`src/rtl/alu_pkg.sv`:
```
// Shared constants and types for the byte-sliced serial subtractor.
package alu_pkg;

  localparam int unsigned WIDTH    = 32;
  localparam int unsigned SLICE_W  = 8;
  localparam int unsigned N_SLICES = WIDTH / SLICE_W;

  typedef enum logic [1:0] {
    S_IDLE = 2'd0,
    S_RUN  = 2'd1,
    S_DONE = 2'd2
  } state_e;

  // Result flags, all registered together on the final slice edge
  typedef struct packed {
    logic borrow;
    logic overflow;
    logic zero;
  } flags_t;

endpackage

```
`src/rtl/sub_32_serial_if.sv`:
```
// start/busy/done handshake plus operand and result bus of the serial subtractor.
interface sub_32_serial_if #(
  parameter int unsigned WIDTH = alu_pkg::WIDTH
);
  logic             start;
  logic [WIDTH-1:0] in0;
  logic [WIDTH-1:0] in1;
  logic             bin;
  logic             busy;
  logic             done;
  logic [WIDTH-1:0] out;
  logic             borrowout;
  logic             overflow;
  logic             zero;

  modport master (
    output start, in0, in1, bin,
    input  busy, done, out, borrowout, overflow, zero
  );

  modport slave (
    input  start, in0, in1, bin,
    output busy, done, out, borrowout, overflow, zero
  );
endinterface

```
`src/rtl/sub_32_serial_sub_8.sv`:
```
// Combinational slice subtractor: {borrowout, d} = a - b - bin.
module sub_8
  import alu_pkg::*;
#(
  parameter int unsigned W = SLICE_W
) (
  input  logic         bin,
  input  logic [W-1:0] a,
  input  logic [W-1:0] b,
  output logic         borrowout,
  output logic [W-1:0] d
);

  // One extra bit catches the wrap below zero as the borrow
  logic [W:0] diff;

  assign diff      = {1'b0, a} - {1'b0, b} - (W+1)'(bin);
  assign borrowout = diff[W];
  assign d         = diff[W-1:0];

endmodule

```
`src/rtl/sub_32_serial.sv`:
```
// Multi-cycle subtractor: one slice per cycle, LSB first, with a registered borrow ripple.
module sub_32_serial
  import alu_pkg::*;
#(
  parameter int unsigned WIDTH   = alu_pkg::WIDTH,
  parameter int unsigned SLICE_W = alu_pkg::SLICE_W
) (
  input  logic            clk,
  input  logic            rst_n,
  sub_32_serial_if.slave  bus
);

  localparam int unsigned NS    = WIDTH / SLICE_W;
  localparam int unsigned IDX_W = (NS > 1) ? $clog2(NS) : 1;

  state_e             state_q, state_d;
  logic [WIDTH-1:0]   a_q, a_d;
  logic [WIDTH-1:0]   b_q, b_d;
  logic               borrow_q, borrow_d;
  logic [IDX_W-1:0]   idx_q, idx_d;
  logic [WIDTH-1:0]   out_q, out_d;
  logic               busy_q, busy_d;
  logic               done_q, done_d;
  flags_t             flags_q, flags_d;

  logic [SLICE_W-1:0] slice_a;
  logic [SLICE_W-1:0] slice_b;
  logic [SLICE_W-1:0] slice_d;
  logic               slice_bo;
  logic               last_slice;

  // Single slice subtractor shared across cycles through the idx mux
  assign slice_a    = a_q[idx_q*SLICE_W +: SLICE_W];
  assign slice_b    = b_q[idx_q*SLICE_W +: SLICE_W];
  assign last_slice = (idx_q == IDX_W'(NS - 1));

  sub_8 #(.W(SLICE_W)) u_slice (
    .bin       (borrow_q),
    .a         (slice_a),
    .b         (slice_b),
    .borrowout (slice_bo),
    .d         (slice_d)
  );

  always_comb begin
    state_d  = state_q;
    a_d      = a_q;
    b_d      = b_q;
    borrow_d = borrow_q;
    idx_d    = idx_q;
    out_d    = out_q;
    done_d   = 1'b0;
    flags_d  = flags_q;

    case (state_q)
      S_IDLE: begin
        if (bus.start) begin
          a_d      = bus.in0;
          b_d      = bus.in1;
          borrow_d = bus.bin;
          idx_d    = '0;
          state_d  = S_RUN;
        end
      end
      S_RUN: begin
        out_d[idx_q*SLICE_W +: SLICE_W] = slice_d;
        borrow_d = slice_bo;
        idx_d    = IDX_W'(idx_q + 1'b1);
        if (last_slice) begin
          state_d          = S_DONE;
          done_d           = 1'b1;
          flags_d.borrow   = slice_bo;
          flags_d.overflow = (a_q[WIDTH-1] != b_q[WIDTH-1]) &&
                             (out_d[WIDTH-1] != a_q[WIDTH-1]);
          flags_d.zero     = (out_d == '0);
        end
      end
      S_DONE:  state_d = S_IDLE;
      default: state_d = S_IDLE;
    endcase

    busy_d = (state_d != S_IDLE);
  end

  always_ff @(posedge clk or negedge rst_n) begin
    if (!rst_n) begin
      state_q  <= S_IDLE;
      a_q      <= '0;
      b_q      <= '0;
      borrow_q <= 1'b0;
      idx_q    <= '0;
      out_q    <= '0;
      busy_q   <= 1'b0;
      done_q   <= 1'b0;
      flags_q  <= '0;
    end else begin
      state_q  <= state_d;
      a_q      <= a_d;
      b_q      <= b_d;
      borrow_q <= borrow_d;
      idx_q    <= idx_d;
      out_q    <= out_d;
      busy_q   <= busy_d;
      done_q   <= done_d;
      flags_q  <= flags_d;
    end
  end

  assign bus.busy      = busy_q;
  assign bus.done      = done_q;
  assign bus.out       = out_q;
  assign bus.borrowout = flags_q.borrow;
  assign bus.overflow  = flags_q.overflow;
  assign bus.zero      = flags_q.zero;

endmodule

```
`src/flat_wrapper.sv`:
```
// flat-port wrapper written by rule: the top's interface ports become plain ports
module sub_32_serial_flat import alu_pkg::*;
#(
  parameter int unsigned WIDTH   = alu_pkg::WIDTH,
  parameter int unsigned SLICE_W = alu_pkg::SLICE_W
)
  (clk, rst_n, bus_start, bus_in0, bus_in1, bus_bin, bus_busy, bus_done, bus_out, bus_borrowout, bus_overflow, bus_zero);
  sub_32_serial_if #(.WIDTH(WIDTH)) bus_i ();
  input  logic clk;
  input  logic rst_n;
  input wire logic [$bits(bus_i.start)-1:0] bus_start;
  input wire logic [$bits(bus_i.in0)-1:0] bus_in0;
  input wire logic [$bits(bus_i.in1)-1:0] bus_in1;
  input wire logic [$bits(bus_i.bin)-1:0] bus_bin;
  output wire logic [$bits(bus_i.busy)-1:0] bus_busy;
  output wire logic [$bits(bus_i.done)-1:0] bus_done;
  output wire logic [$bits(bus_i.out)-1:0] bus_out;
  output wire logic [$bits(bus_i.borrowout)-1:0] bus_borrowout;
  output wire logic [$bits(bus_i.overflow)-1:0] bus_overflow;
  output wire logic [$bits(bus_i.zero)-1:0] bus_zero;
  assign bus_i.start = bus_start;
  assign bus_i.in0 = bus_in0;
  assign bus_i.in1 = bus_in1;
  assign bus_i.bin = bus_bin;
  assign bus_busy = bus_i.busy;
  assign bus_done = bus_i.done;
  assign bus_out = bus_i.out;
  assign bus_borrowout = bus_i.borrowout;
  assign bus_overflow = bus_i.overflow;
  assign bus_zero = bus_i.zero;
  sub_32_serial #(.WIDTH(WIDTH), .SLICE_W(SLICE_W)) u_core (.clk(clk), .rst_n(rst_n), .bus(bus_i));
endmodule
```
`config.mk`:
```
export PLATFORM = sky130hd
export DESIGN_NAME = sub_32_serial_flat
export DESIGN_NICKNAME = d
export VERILOG_FILES = /design/src/rtl/alu_pkg.sv /design/src/rtl/sub_32_serial_if.sv /design/src/rtl/sub_32_serial_sub_8.sv /design/src/rtl/sub_32_serial.sv /design/src/flat_wrapper.sv
export SDC_FILE = /design/constraint.sdc
export NUM_CORES = 1
export LEC_CHECK = 0
export CORE_MARGIN = 8
export CORE_UTILIZATION = 35
export CTS_BUF_LIST = sky130_fd_sc_hd__clkbuf_4
export CTS_CLUSTER_SIZE = 40
export DETAILED_ROUTE_END_ITERATION = 8
export MAX_ROUTING_LAYER = met4
export PLACE_DENSITY = 0.59
export SLEW_MARGIN = 25
export SYNTH_ARGS = -nofsm -noshare
export SYNTH_HDL_FRONTEND = slang
export SYNTH_HIERARCHICAL = 1
export SYNTH_SLANG_ARGS = --single-unit
```
`constraint.sdc`:
```
create_clock -name clk -period 9.89 [get_ports clk]
set_input_delay 0.989 -clock clk [delete_from_list [all_inputs] [get_ports clk]]
set_output_delay 0.989 -clock clk [all_outputs]
set_load 0.005 [all_outputs]
```
; Yosys cells after proc, flatten, opt, wreduce, memory -nomap -nowiden
; Cells that the tools add are included.
; W data, S select, Z words.
[totals]
register_bits = 106
inputBits = 68
mem_count = 0
latch_bits = 0
romBits = 0
ramBits = 0
[classes]
shift = 4
mul = 0
n_reduce_logical = 8
div = 0
magnitude_cmp = 0
muxes = 10
eq_ne = 5
addsub = 4
bitwise = 0
[op_table]
columns = cell, count
row1 = $shiftx A32 B6 Y8, 2
row2 = $neg A5 Y34, 1
row3 = $shift A8 B34 Y32 const A, 1
row4 = $shiftx A8 B34 Y32, 1
row5 = $bwmux W32, 1
row6 = $logic_not A32 Y1, 1
row7 = $sub A8 B8 Y9, 1
row8 = $sub A9 B1 Y9, 1
row9 = $pmux W2 S2, 2
row10 = $mux W2, 3
row11 = $reduce_and A2 Y1, 3
row12 = $reduce_bool A2 Y1, 2
row13 = $mux W1, 3
row14 = $add A2 B1 Y2 const B, 1
row15 = $eq A2 B1 Y1 const B, 1
row16 = $eq A2 B2 Y1 const B, 1
row17 = $logic_not A2 Y1, 1
row18 = $ne A1 B1 Y1, 2
row19 = $ne A2 B2 Y1 const B, 1
row20 = $pmux W1 S2, 1
row21 = $logic_and A1 B1 Y1, 1

; Depth between registers and ports, before layout
; Gate-level depths: netlist of run 1.
[depth]
depth_word = 7
depth_mapped = 16
depth_no_buf = 14

; Cells and area by module
; Netlist of run 1, hierarchy kept.
[modules_own_cells]
columns = mod, area_per_inst_um2, cells_each, instances
row1 = sub_32_serial, 4653.2, 320, 1
row2 = sub_8, 554.3, 76, 1

; Worst setup path after synthesis of run 1
; Ideal clock, no wire load.
[synth_path]
path_type = register to register
from = reg u_core.idx_q[1]
to = reg u_core.flags_q (netlist bit u_core/bus.zero)
setup_ns = 0.092
slack_ns = 6.111
synth_period_minus_slack_ns = 3.779
path_buffers = 2
path_stages_with_launch = 15
arrival_ns = 3.687
path_cell_list = dfrtp_1 clkbuf_1 buf_1 mux4_2 fa_1 inv_1 ha_1 o21ai_1 a21boi_2 o22ai_1 xnor2_1 or4_1 o21ai_0 a21oi_1 o31ai_2
[synth_via]
elab_chain_len = 6
elab_cells_between_ends = 11
[synth_lines]
columns = item, line_no
row1 = "start, declared", sub_32_serial.sv:20  ; logic [IDX_W-1:0] idx_q, idx_d;
row2 = "start signal, assigned", sub_32_serial.sv:101  ; idx_q <= idx_d;
row3 = $shiftx A32 B6 Y8, sub_32_serial.sv:33  ; assign slice_a = a_q[idx_q*SLICE_W +: SLICE_W];
row4 = net u_core.slice_a[0], sub_32_serial.sv:26  ; logic [SLICE_W-1:0] slice_a;
row5 = $sub A8 B8 Y9, sub_32_serial_sub_8.sv:17  ; assign diff = {1'b0, a} - {1'b0, b} - (W+1)'(bin);
row6 = $sub A9 B1 Y9, sub_32_serial_sub_8.sv:17
row7 = net u_core.slice_d[5], sub_32_serial.sv:28  ; logic [SLICE_W-1:0] slice_d;
row8 = $shiftx A8 B34 Y32, sub_32_serial.sv:66  ; out_d[idx_q*SLICE_W +: SLICE_W] = slice_d;
row9 = $bwmux W32, sub_32_serial.sv:66
row10 = $logic_not A32 Y1, sub_32_serial.sv:75  ; flags_d.zero = (out_d == '0);
row11 = "end signal, assigned", sub_32_serial.sv:105  ; flags_q <= flags_d;
row12 = "end, declared", sub_32_serial.sv:24  ; flags_t flags_q, flags_d;
; The timed path passes the listed nets, and every way through them passes these cells.
; A chain may end at the register's enable or synchronous reset.

; Worst setup path after layout of run 1
[layout_path]
from = reg u_core.idx_q[0]
to = reg u_core.flags_q (netlist bit u_core/bus.zero)
; The elaborated chain is that of the path after synthesis.

==> results.json, run 1 <==
{
  "die_width_um": 138,
  "grt_setup_unrepaired": "no",
  "numCtsBuffers": 9,
  "synth.distinct_cells": 53,
  "floorplan.core_area_um2": 14500,
  "worstPathBufferInverterCount": 2,
  "synthCells": 396,
  "drive_above_1_share_pct": 23.0,
  "fin_crit_sh_pct": 42.0,
  "reg2regPathDepth": 13,
  "synthesis.area_um2": 5210,
  "fin_crit_ns": 4.15,
  "cts.repair.resized": 0,
  "cp.depth": 13,
  "timing.final.max_slew_violations": 0,
  "crit_arrival_ns": 4.58,
  "design.die.area_um2": 19000,
  "post_drt_via_cell_ratio": 5.21,
  "routabilityCongestion": 0.882,
  "htree_levels": 3,
  "synth.cells.most_frequent": "dfrtp_1 (106), mux2_2 (65), a22o_1 (30), inv_1 (30), ha_1 (20)",
  "holdCritPathClass": "input pin to asynchronous set/reset pin",
  "layout-area-overhead-vs-synth_pct": 25.9,
  "ff2ff_setup_slack_ns": 5.74,
  "routedWlPerCell_um": 18.7,
  "critical_path.cell_chain": "buf_4 > mux4_2 > fa_1 > inv_1 > ha_1 > o21ai_1 > a21boi_2 > o22ai_1 > xnor2_1 > or4_1 > o21ai_0 > a21oi_1 > o31ai_2",
  "io-pin-count": 105,
  "cts_setup_buffers": 0,
  "max_slew_margin_pct": 35.1,
  "tritoncts_clock_tree": "yes",
  "run_status": "finished, final reports clean",
  "worst_path_dominant_cell_family": "compound AO/OA/AOI/OAI gates",
  "initial_core_util_pct": 35.8,
  "fillCellCount": 1388,
  "cts_hold_repair.buffers": 0,
  "clock_latency_ns": 0.50,
  "drt_pass1_iterations": 4,
  "finalHoldViolations": 0,
  "root_buffer_cell": "clkbuf_4",
  "port_buffers": 104,
  "finalNetCount": 590,
  "post-synth-top-area-cell": "dfrtp_1",
  "maximum_number_of_pins_on_one_net_before_global_route_repair": 65,
  "drcViolationCount": 0,
  "synthTopCellsByArea": "dfrtp_1 (51%), mux2_2 (14%), mux4_2 (6.9%)",
  "worst_path_largest_cell_delay_ns": 0.59,
  "setup.worst_path.class": "flip-flop to flip-flop",
  "detail-route-antenna-nets": 0,
  "critPathMaxFanout": 25,
  "diodes": 0,
  "ff_latch_area_um2": 2650,
  "tightest_slew_ns": 0.974,
  "yosys_warnings": 6,
  "grt_antenna_before_repair": 0,
  "post_synth_top_flop": "dfrtp_1",
  "dp_hpwl_um": 9840,
  "cts_num_sinks": 106,
  "max_clock_freq_mhz": 241,
  "netlist.area_leader.share_pct": 50.9,
  "totalNegativeSetupSlack_ns": 0,
  "crit_path_top_delay_cell": "or4_1",
  "finClkSkew_ns": 0.0240,
  "drt_iter0_drc": 206,
  "multiInputGateArea_um2": 2370,
  "post_route_wl_um": 12900,
  "grt_pass1_wl_um": 20600,
  "ys_ff_latch": 106,
  "synth.yosys.seq_area_share_pct": 50.9,
  "syn_avg_cell_area_um2": 13.2,
  "cp.required_ns": 10.32,
  "synth.net_count": 486,
  "global_route.overflow_total": 0,
  "clkSlewWorstSetupHoldPaths_ns": 0.17,
  "cp-start-kind": "flip-flop",
  "cell_with_the_most_instances_after_synthesis": "dfrtp_1",
  "post_synth_edffs": 0,
  "finalSetupViolCount": 0,
  "row_count": 44,
  "timing.critical_path.to_type": "flip-flop",
  "postSynth.asyncResetShare_pct": 100,
  "number_of_global_route_vias_before_repair": 3839,
  "clockBufferDepth": 2,
  "groute.usage.overall_pct": 14.6,
  "max_cap_check_violation_count": 0,
  "die-height_um": 138,
  "dr_total_vias": 3588
}
flip-flops by register name (all words and copies together), names as in the netlist, 2 cells and up:
name	flops
u_core/a_q	32
u_core/b_q	32
u_core/bus.out	32
u_core/idx_q	2
u_core/state_q	2
cells by family after synthesis:
| logic type | synth area share (%) |
|---|---|
| multiplexers | 21.2 |
| XOR/XNOR | 0.841 |
| AO/OA/AOI/OAI | 10.2 |
| buffers and inverters | 3.68 |
| AND/OR/NAND/NOR | 7.59 |
| adder cells (fa/ha/maj) | 5.57 |
| flip-flops | 50.9 |
layout make-up:
cell class | count | area share (%)
Timing Repair Buffer | 107 | 16.2
Clock inverter | 5 | 0.573
Multi-Input combinational cell | 245 | 36.1
Tap cell | 184 | 3.51
Sequential cell | 106 | 40.5
Clock buffer | 11 | 1.26
Inverter | 31 | 1.85
final timing paths:
path                                              from                     endpoint
max in group asynchronous                        rst_n  u_core/idx_q[0]$_DFFE_PN0P_
min in group clk             u_core/a_q[6]$_DFFE_PN0P_    u_core/a_q[6]$_DFFE_PN0P_
max reg2reg                u_core/idx_q[0]$_DFFE_PN0P_  u_core/bus.zero$_DFFE_PN0P_
max                        u_core/idx_q[0]$_DFFE_PN0P_  u_core/bus.zero$_DFFE_PN0P_
min reg2reg                  u_core/a_q[6]$_DFFE_PN0P_    u_core/a_q[6]$_DFFE_PN0P_
min                                              rst_n  u_core/state_q[1]$_DFF_PN0_
per-stage QoR:
stage / setup slack (ns) / hold slack, ns / instances / util (%) / instance area, um2
3_3_place_gp: 5.89 / 0.486 / 673 / 44.3 / 6430
2_1_floorplan: 6.11 / 0.475 / 396 / - / 5210
3_5_place_dp: 5.74 / 0.497 / 673 / 44.3 / 6430
5_1_grt: 5.51 / 0.493 / 689 / 45.1 / 6550
6_report: 5.74 / 0.479 / 689 / 45.1 / 6550
4_1_cts: 5.73 / 0.454 / 689 / 45.1 / 6550
worst reg2reg max path, cell delays in order, from the launching register on:
cell and delay, ns:
dfrtp_1 0.49, buf_4 0.42, mux4_2 0.59, fa_1 0.58
inv_1 0.05, ha_1 0.17, o21ai_1 0.20, a21boi_2 0.11
o22ai_1 0.17, xnor2_1 0.18, or4_1 0.59, o21ai_0 0.20
a21oi_1 0.10, o31ai_2 0.23
cell usage in the layout, fill, tap and decap left out, types with 2 or more instances in the layout:
cell,count
nor4_1,3
nand4_1,2
clkdlybuf4s50_1,103
clkbuf_4,11
clkinvlp_4,2
nor2_1,14
a21oi_1,7
buf_4,4
fa_1,2
nor3_1,6
a31oi_1,4
inv_6,2
dfrtp_1,106
o2111ai_1,2
mux4_2,16
xnor2_1,3
a21oi_2,2
mux2_2,65
a22o_1,30
xor2_1,2
o21ai_0,9
nand2_1,15
and2b_1,3
or4_1,2
ha_1,20
nor3_4,2
nand2b_1,3
nand3b_1,6
o21bai_1,2
nand3_1,3
inv_1,30
routing by layer:
layer	part of all wire [%]	up-vias	track usage (%)	wire length (um)
li1	-	1666	-	-
met1	47	1789	19.0	5990
met3	6.3	20	3.44	808
met5	0	-	-	0
met2	45	113	21.4	5840
met4	1.9	0	6.03	246
Power of run 1 is not shown: default switching activity piles up to over one toggle a cycle in this logic, so the estimate is an artifact.
==> run 2: changes to the inputs <==
==> constraint.sdc (replaced) <==
create_clock -name clk -period 3.9 [get_ports clk]
set_input_delay 0.39 -clock clk [delete_from_list [all_inputs] [get_ports clk]]
set_output_delay 0.39 -clock clk [all_outputs]
set_load 0.005 [all_outputs]
==> results.json, run 2 (synthesis gave the netlist of run 1 again) <==
{
  "run_status": "finished, final reports clean",
  "cp.depth": 12,
  "placed_area_um2": 6490,
  "die_width_um": 138,
  "max_slew_margin_pct": 41.7,
  "max_clock_freq_mhz": 278,
  "dp_hpwl_um": 9860,
  "layout-area-overhead-vs-synth_pct": 27.8,
  "clkSlewWorstSetupHoldPaths_ns": 0.16,
  "finClkSkew_ns": 0.0148,
  "holdCritPathClass": "input pin to asynchronous set/reset pin",
  "detailroute.wirelength.met2_um": 6030,
  "drcViolationCount": 0,
  "worst_setup_path_endpoint": "u_core/bus.overflow$_DFFE_PN0P_",
  "setup.worst_path.class": "flip-flop to flip-flop",
  "clockBufferDepth": 2,
  "worst_hold_slack_ns": 0.00437,
  "most_common_cell_after_layout_fill_and_taps_aside": "dfrtp_1",
  "grt_pass1_wl_um": 20500,
  "port_buffers": 104,
  "crit-reg2reg-launch": "u_core/idx_q[0]$_DFFE_PN0P_",
  "timing.rr.end": "u_core/bus.overflow$_DFFE_PN0P_",
  "timing.critical_path.to_type": "flip-flop",
  "worst_path_dominant_cell_family": "compound AO/OA/AOI/OAI gates",
  "cts_setup_buffers": 0,
  "routabilityCongestion": 0.873,
  "grt_setup_unrepaired": "no",
  "worstPathBufferInverterCount": 2,
  "postLayoutCoreUtil_pct": 45.8,
  "groute.usage.overall_pct": 14.4,
  "top_signal_layer_used": "met4",
  "finalHoldViolations": 0,
  "row_count": 44,
  "fin_crit_ns": 3.59,
  "final_cell_area_um2": 6650,
  "cp-start-kind": "flip-flop",
  "io-pin-count": 105,
  "design.die.area_um2": 19000,
  "layout_common_cells": "dfrtp_1 (105), clkdlybuf4s50_1 (103), mux2_2 (65)",
  "post_route_wl_um": 12800,
  "drive_above_1_share_pct": 24.4,
  "totalNegativeSetupSlack_ns": 0,
  "root_buffer_cell": "clkbuf_4",
  "ff2ff_setup_slack_ns": 0.31,
  "reg2regPathDepth": 12,
  "crit_path_start": "u_core/idx_q[0]$_DFFE_PN0P_",
  "tightest_slew_ns": 0.874,
  "cp.required_ns": 4.30,
  "numCtsBuffers": 9,
  "die-height_um": 138,
  "tritoncts_clock_tree": "yes",
  "cts.repair.resized": 0,
  "floorplan.core_area_um2": 14500,
  "initial_core_util_pct": 35.8,
  "clock_latency_ns": 0.48,
  "crit_arrival_ns": 3.99,
  "drt_pass1_iterations": 4,
  "cts_num_sinks": 106,
  "routedWlPerCell_um": 18.4,
  "global_route.overflow_total": 0,
  "maximum_number_of_pins_on_one_net_before_global_route_repair": 71,
  "critPathMaxFanout": 13,
  "drt_iter0_drc": 211,
  "dr_total_vias": 3608,
  "post_drt_via_cell_ratio": 5.17,
  "met3_wirelength_um": 670,
  "wl_met1_um": 5960,
  "timing.final.max_slew_violations": 0,
  "critical_path.cell_chain": "buf_6 > mux4_2 > ha_1 > inv_1 > ha_1 > a21oi_2 > nand4b_1 > a31oi_1 > nand3b_1 > a32oi_2 > or3b_1 > a31oi_1",
  "detail-route-antenna-nets": 0,
  "fin_crit_sh_pct": 92.1,
  "worst_path_largest_cell_delay_ns": 0.52,
  "crit_path_top_delay_cell": "mux4_2",
  "finalNetCount": 598,
  "htree_levels": 3,
  "max_cap_check_violation_count": 0,
  "finalSetupViolCount": 0,
  "cts_hold_repair.buffers": 0,
  "grt_antenna_before_repair": 1,
  "number_of_global_route_vias_before_repair": 3863
}
## run 2: cell count changes in the layout (fill, tap and decap cells not counted), sizes merged
cell / previous run / this run
clkbuf: 11 / 9
buf: 4 / 12
bufinv: 0 / 1
clkinvlp: 2 / 1
diode: 0 / 1
clkinv: 2 / 4
## run 2: area by class of cell
cell class	instances	area [um2]
Antenna cell	1	2.50
Clock inverter	7	76.3
Timing Repair Buffer	115	1120
Tap cell	184	230
Multi-Input combinational cell	245	2380
Sequential cell	106	2650
Fill cell	1369	7880
Clock buffer	9	67.6
Inverter	31	121
## run 2: through the flow
| stage | setup WS (ns) | std cells |
|---|---|---|
| after floorplan | 0.121 | 396 |
| after global placement | 0.308 | 681 |
| after detailed placement | 0.195 | 681 |
| after CTS | 0.102 | 697 |
| after global routing | 0.0380 | 698 |
| final | 0.308 | 698 |
## run 2: layer usage
layer | vias to the layer above | track usage [%]
li1 | 1684 | -
met1 | 1808 | 18.5
met2 | 103 | 21.8
met3 | 13 | 3.33
met4 | 0 | 5.01
met5 | - | -
## run 2: how the worst min path moves through the flow
| stage | slack, ns | start | end |
|---|---|---|---|
| 3_5_place_dp | 0.49 | u_core/b_q[9]$_DFFE_PN0P_ | u_core/b_q[9]$_DFFE_PN0P_ |
| 5_1_grt | 0.05 | rst_n | u_core/bus.out[24]$_DFFE_PN0P_ |
| 6_report | 0.004 | rst_n | u_core/bus.out[1]$_DFFE_PN0P_ |
| 3_3_place_gp | 0.49 | u_core/a_q[16]$_DFFE_PN0P_ | u_core/a_q[16]$_DFFE_PN0P_ |
| 2_1_floorplan | 0.09 | rst_n | u_core/a_q[0]$_DFFE_PN0P_ |
| 4_1_cts | 0.006 | rst_n | u_core/bus.out[26]$_DFFE_PN0P_ |
Power of run 2 is left out for the same reason.
==> patch (config.mk and constraints of run 2) <==
The 3 states of `state_e` get a one-hot encoding in 3 bits.
--- a/src/rtl/alu_pkg.sv
+++ b/src/rtl/alu_pkg.sv
@@ -5,10 +5,10 @@
   localparam int unsigned SLICE_W  = 8;
   localparam int unsigned N_SLICES = WIDTH / SLICE_W;
 
-  typedef enum logic [1:0] {
-    S_IDLE = 2'd0,
-    S_RUN  = 2'd1,
-    S_DONE = 2'd2
+  typedef enum logic [2:0] {
+    S_IDLE = 3'b001,
+    S_RUN  = 3'b010,
+    S_DONE = 3'b100
   } state_e;
 
   // Result flags, all registered together on the final slice edge
Function: no difference found for any inputs over 10 cycles, from zero or initial values and one cycle with rst_n low; not proved beyond that.
==> patch against run 2 <==
Cell area is 2.2% higher. Sequential cell count is 1 higher. Setup slack better by 0.0091 ns. Synthesized area is 1.7% higher. Wire length is 1.5% higher. Maximum frequency is 0.26% higher. Cell count is 5.3% higher.
Power is left out: the tool's default activity adds up to more than one toggle a clock period on the data nets, which glitch-free logic cannot reach.
==> patch: results (changes against run 2) <==
sta:
  worst_pin_slew_ns: 0.685  # -0.189 ns
  setup_tns_ns: 0  # unchanged
  hold_viol_final: 0  # unchanged
  skew_ns: 0.0182  # +0.00336 ns
cells_and_area:
  final_layout_size_suffix_gt1_share_pct: 23.4  # -0.97 points
  nets: 633  # +5.9%
  antennaDiodeCount: 0  # -1
synthesis:
  async_reset_ff_share_pct: 100  # unchanged
  synth.area.top_cells: "dfrtp_1 50%, mux2_2 14%, mux4_2 6.8%, ha_1 4.7%, nand2_1 3.0%"
  yosysSeqAreaShare_pct: 50.6  # -0.36 points
  synth_nets: 522  # +7.4%
  synthTopCellsByCount: "106 x dfrtp_1, 65 x mux2_2, 42 x nand2_1"
  synth.distinct_cells: 54  # +1.9%
  ys_warn_count: 6  # unchanged
  synthFlopType: "dfrtp_1"
global_routing:
  track_usage_pct: 14.1  # -0.23 points
  grt_max_degree: 68  # -4.2%
  antenna_found_initial: 0  # -1
  grt_pass1_wl_um: 21100  # +2.8%
  first_global_vias: 3961  # +2.5%
placement:
  port_buffers: 104  # unchanged
  place_ws_ns: 0.288  # +0.0932 ns
  hpwl_um: 10100  # +2.4%
  place_congestion: 0.907  # +3.9%
critical_path:
  cp.arrival_ns: 3.96  # -0.03 ns
  cp_max_fo: 11  # -2
  crit_start: "u_core/idx_q[0]"
  slowest_stage: "mux4_2"
  critical_path.max_stage_delay_ns: 0.50  # -0.02 ns
drt:
  drc: 0  # unchanged
  first_iter_violations: 178  # -16%
  routed_wl_um: 13000  # +1.5%
  via_count: 3734  # +3.5%
  drtPass1Iterations: 5  # +1
clock_network:
  clock_latency_ns: 0.48  # about the same
  clockRootBuffer: "clkbuf_4"
  cts_buffer_depth: 2  # unchanged
  path_clk_slew_ns: 0.16  # about the same
  numCtsBuffers: 9  # unchanged
  htree_num_levels: 3  # unchanged
job:
  max-cap-violations: 0  # unchanged
status:
  outcome: "finished clean"
worst_hold_path:
  hp-class: "input port to async pin"
[patch: per-stage QoR]
step	cells	area, um2
after floorplan	432	5300
after global placement	718	6600
after detailed placement	718	6600
after CTS	734	6770
after global routing	735	6800
final	735	6800
[patch: final timing paths]
kind | slack (ns) | end | cells after the start
setup / recovery | 0.32 | u_core/bus.zero | 14
hold / removal | 0.30 | u_core/idx_q[1] | 2
setup reg to reg | 0.32 | u_core/bus.zero | 14
hold reg to reg | 0.51 | u_core/bus.overflow | 2
max in group asynchronous | 2.71 | u_core/idx_q[0] | 3
min in group clk | 0.50 | u_core/b_q[27] | 2
[patch: area by class of cell]
cell class | count | area [um2]
fillers | 1390 | 8180
flip-flops and latches | 107 | 2680
clock buffers | 9 | 67.6
well taps | 188 | 235
inverters | 31 | 121
multi-input cells | 275 | 2430
clock inverters | 6 | 88.8
repair buffers | 119 | 1180
[patch: worst max-delay path: cells and delay by family, from the launching register on]
| kind | cells | cell delay, ns |
|---|---|---|
| compound gates | 4 | 1.01 |
| fa+ha+maj | 2 | 0.68 |
| simple gates | 5 | 0.65 |
| mux | 1 | 0.50 |
| flops | 1 | 0.44 |
| buf+inv | 2 | 0.20 |
[patch: logic make-up after synthesis]
family          share of synthesized area (%)
mux                                      21.0
buf+inv                                  3.90
flops                                    50.6
fa+ha+maj                                5.48
simple gates                             9.57
compound gates                           8.65
xor+xnor                                0.827
[patch: layer usage]
metal	track usage [%]	up-vias	part of all wire (%)
met2	20.5	127	45
met4	5.60	0	1.9
met1	18.2	1823	47
met5	-	-	0
li1	-	1763	-
met3	4.30	21	6.4
[patch: what timing repair did]
item                                    in CTS  in global routing
endpoints found under the hold margin       17                  0
buffers inserted                             0                  0
gates resized for setup                      0                  3
endpoints found under the setup margin       0                  1
hold buffers                                 1                  0
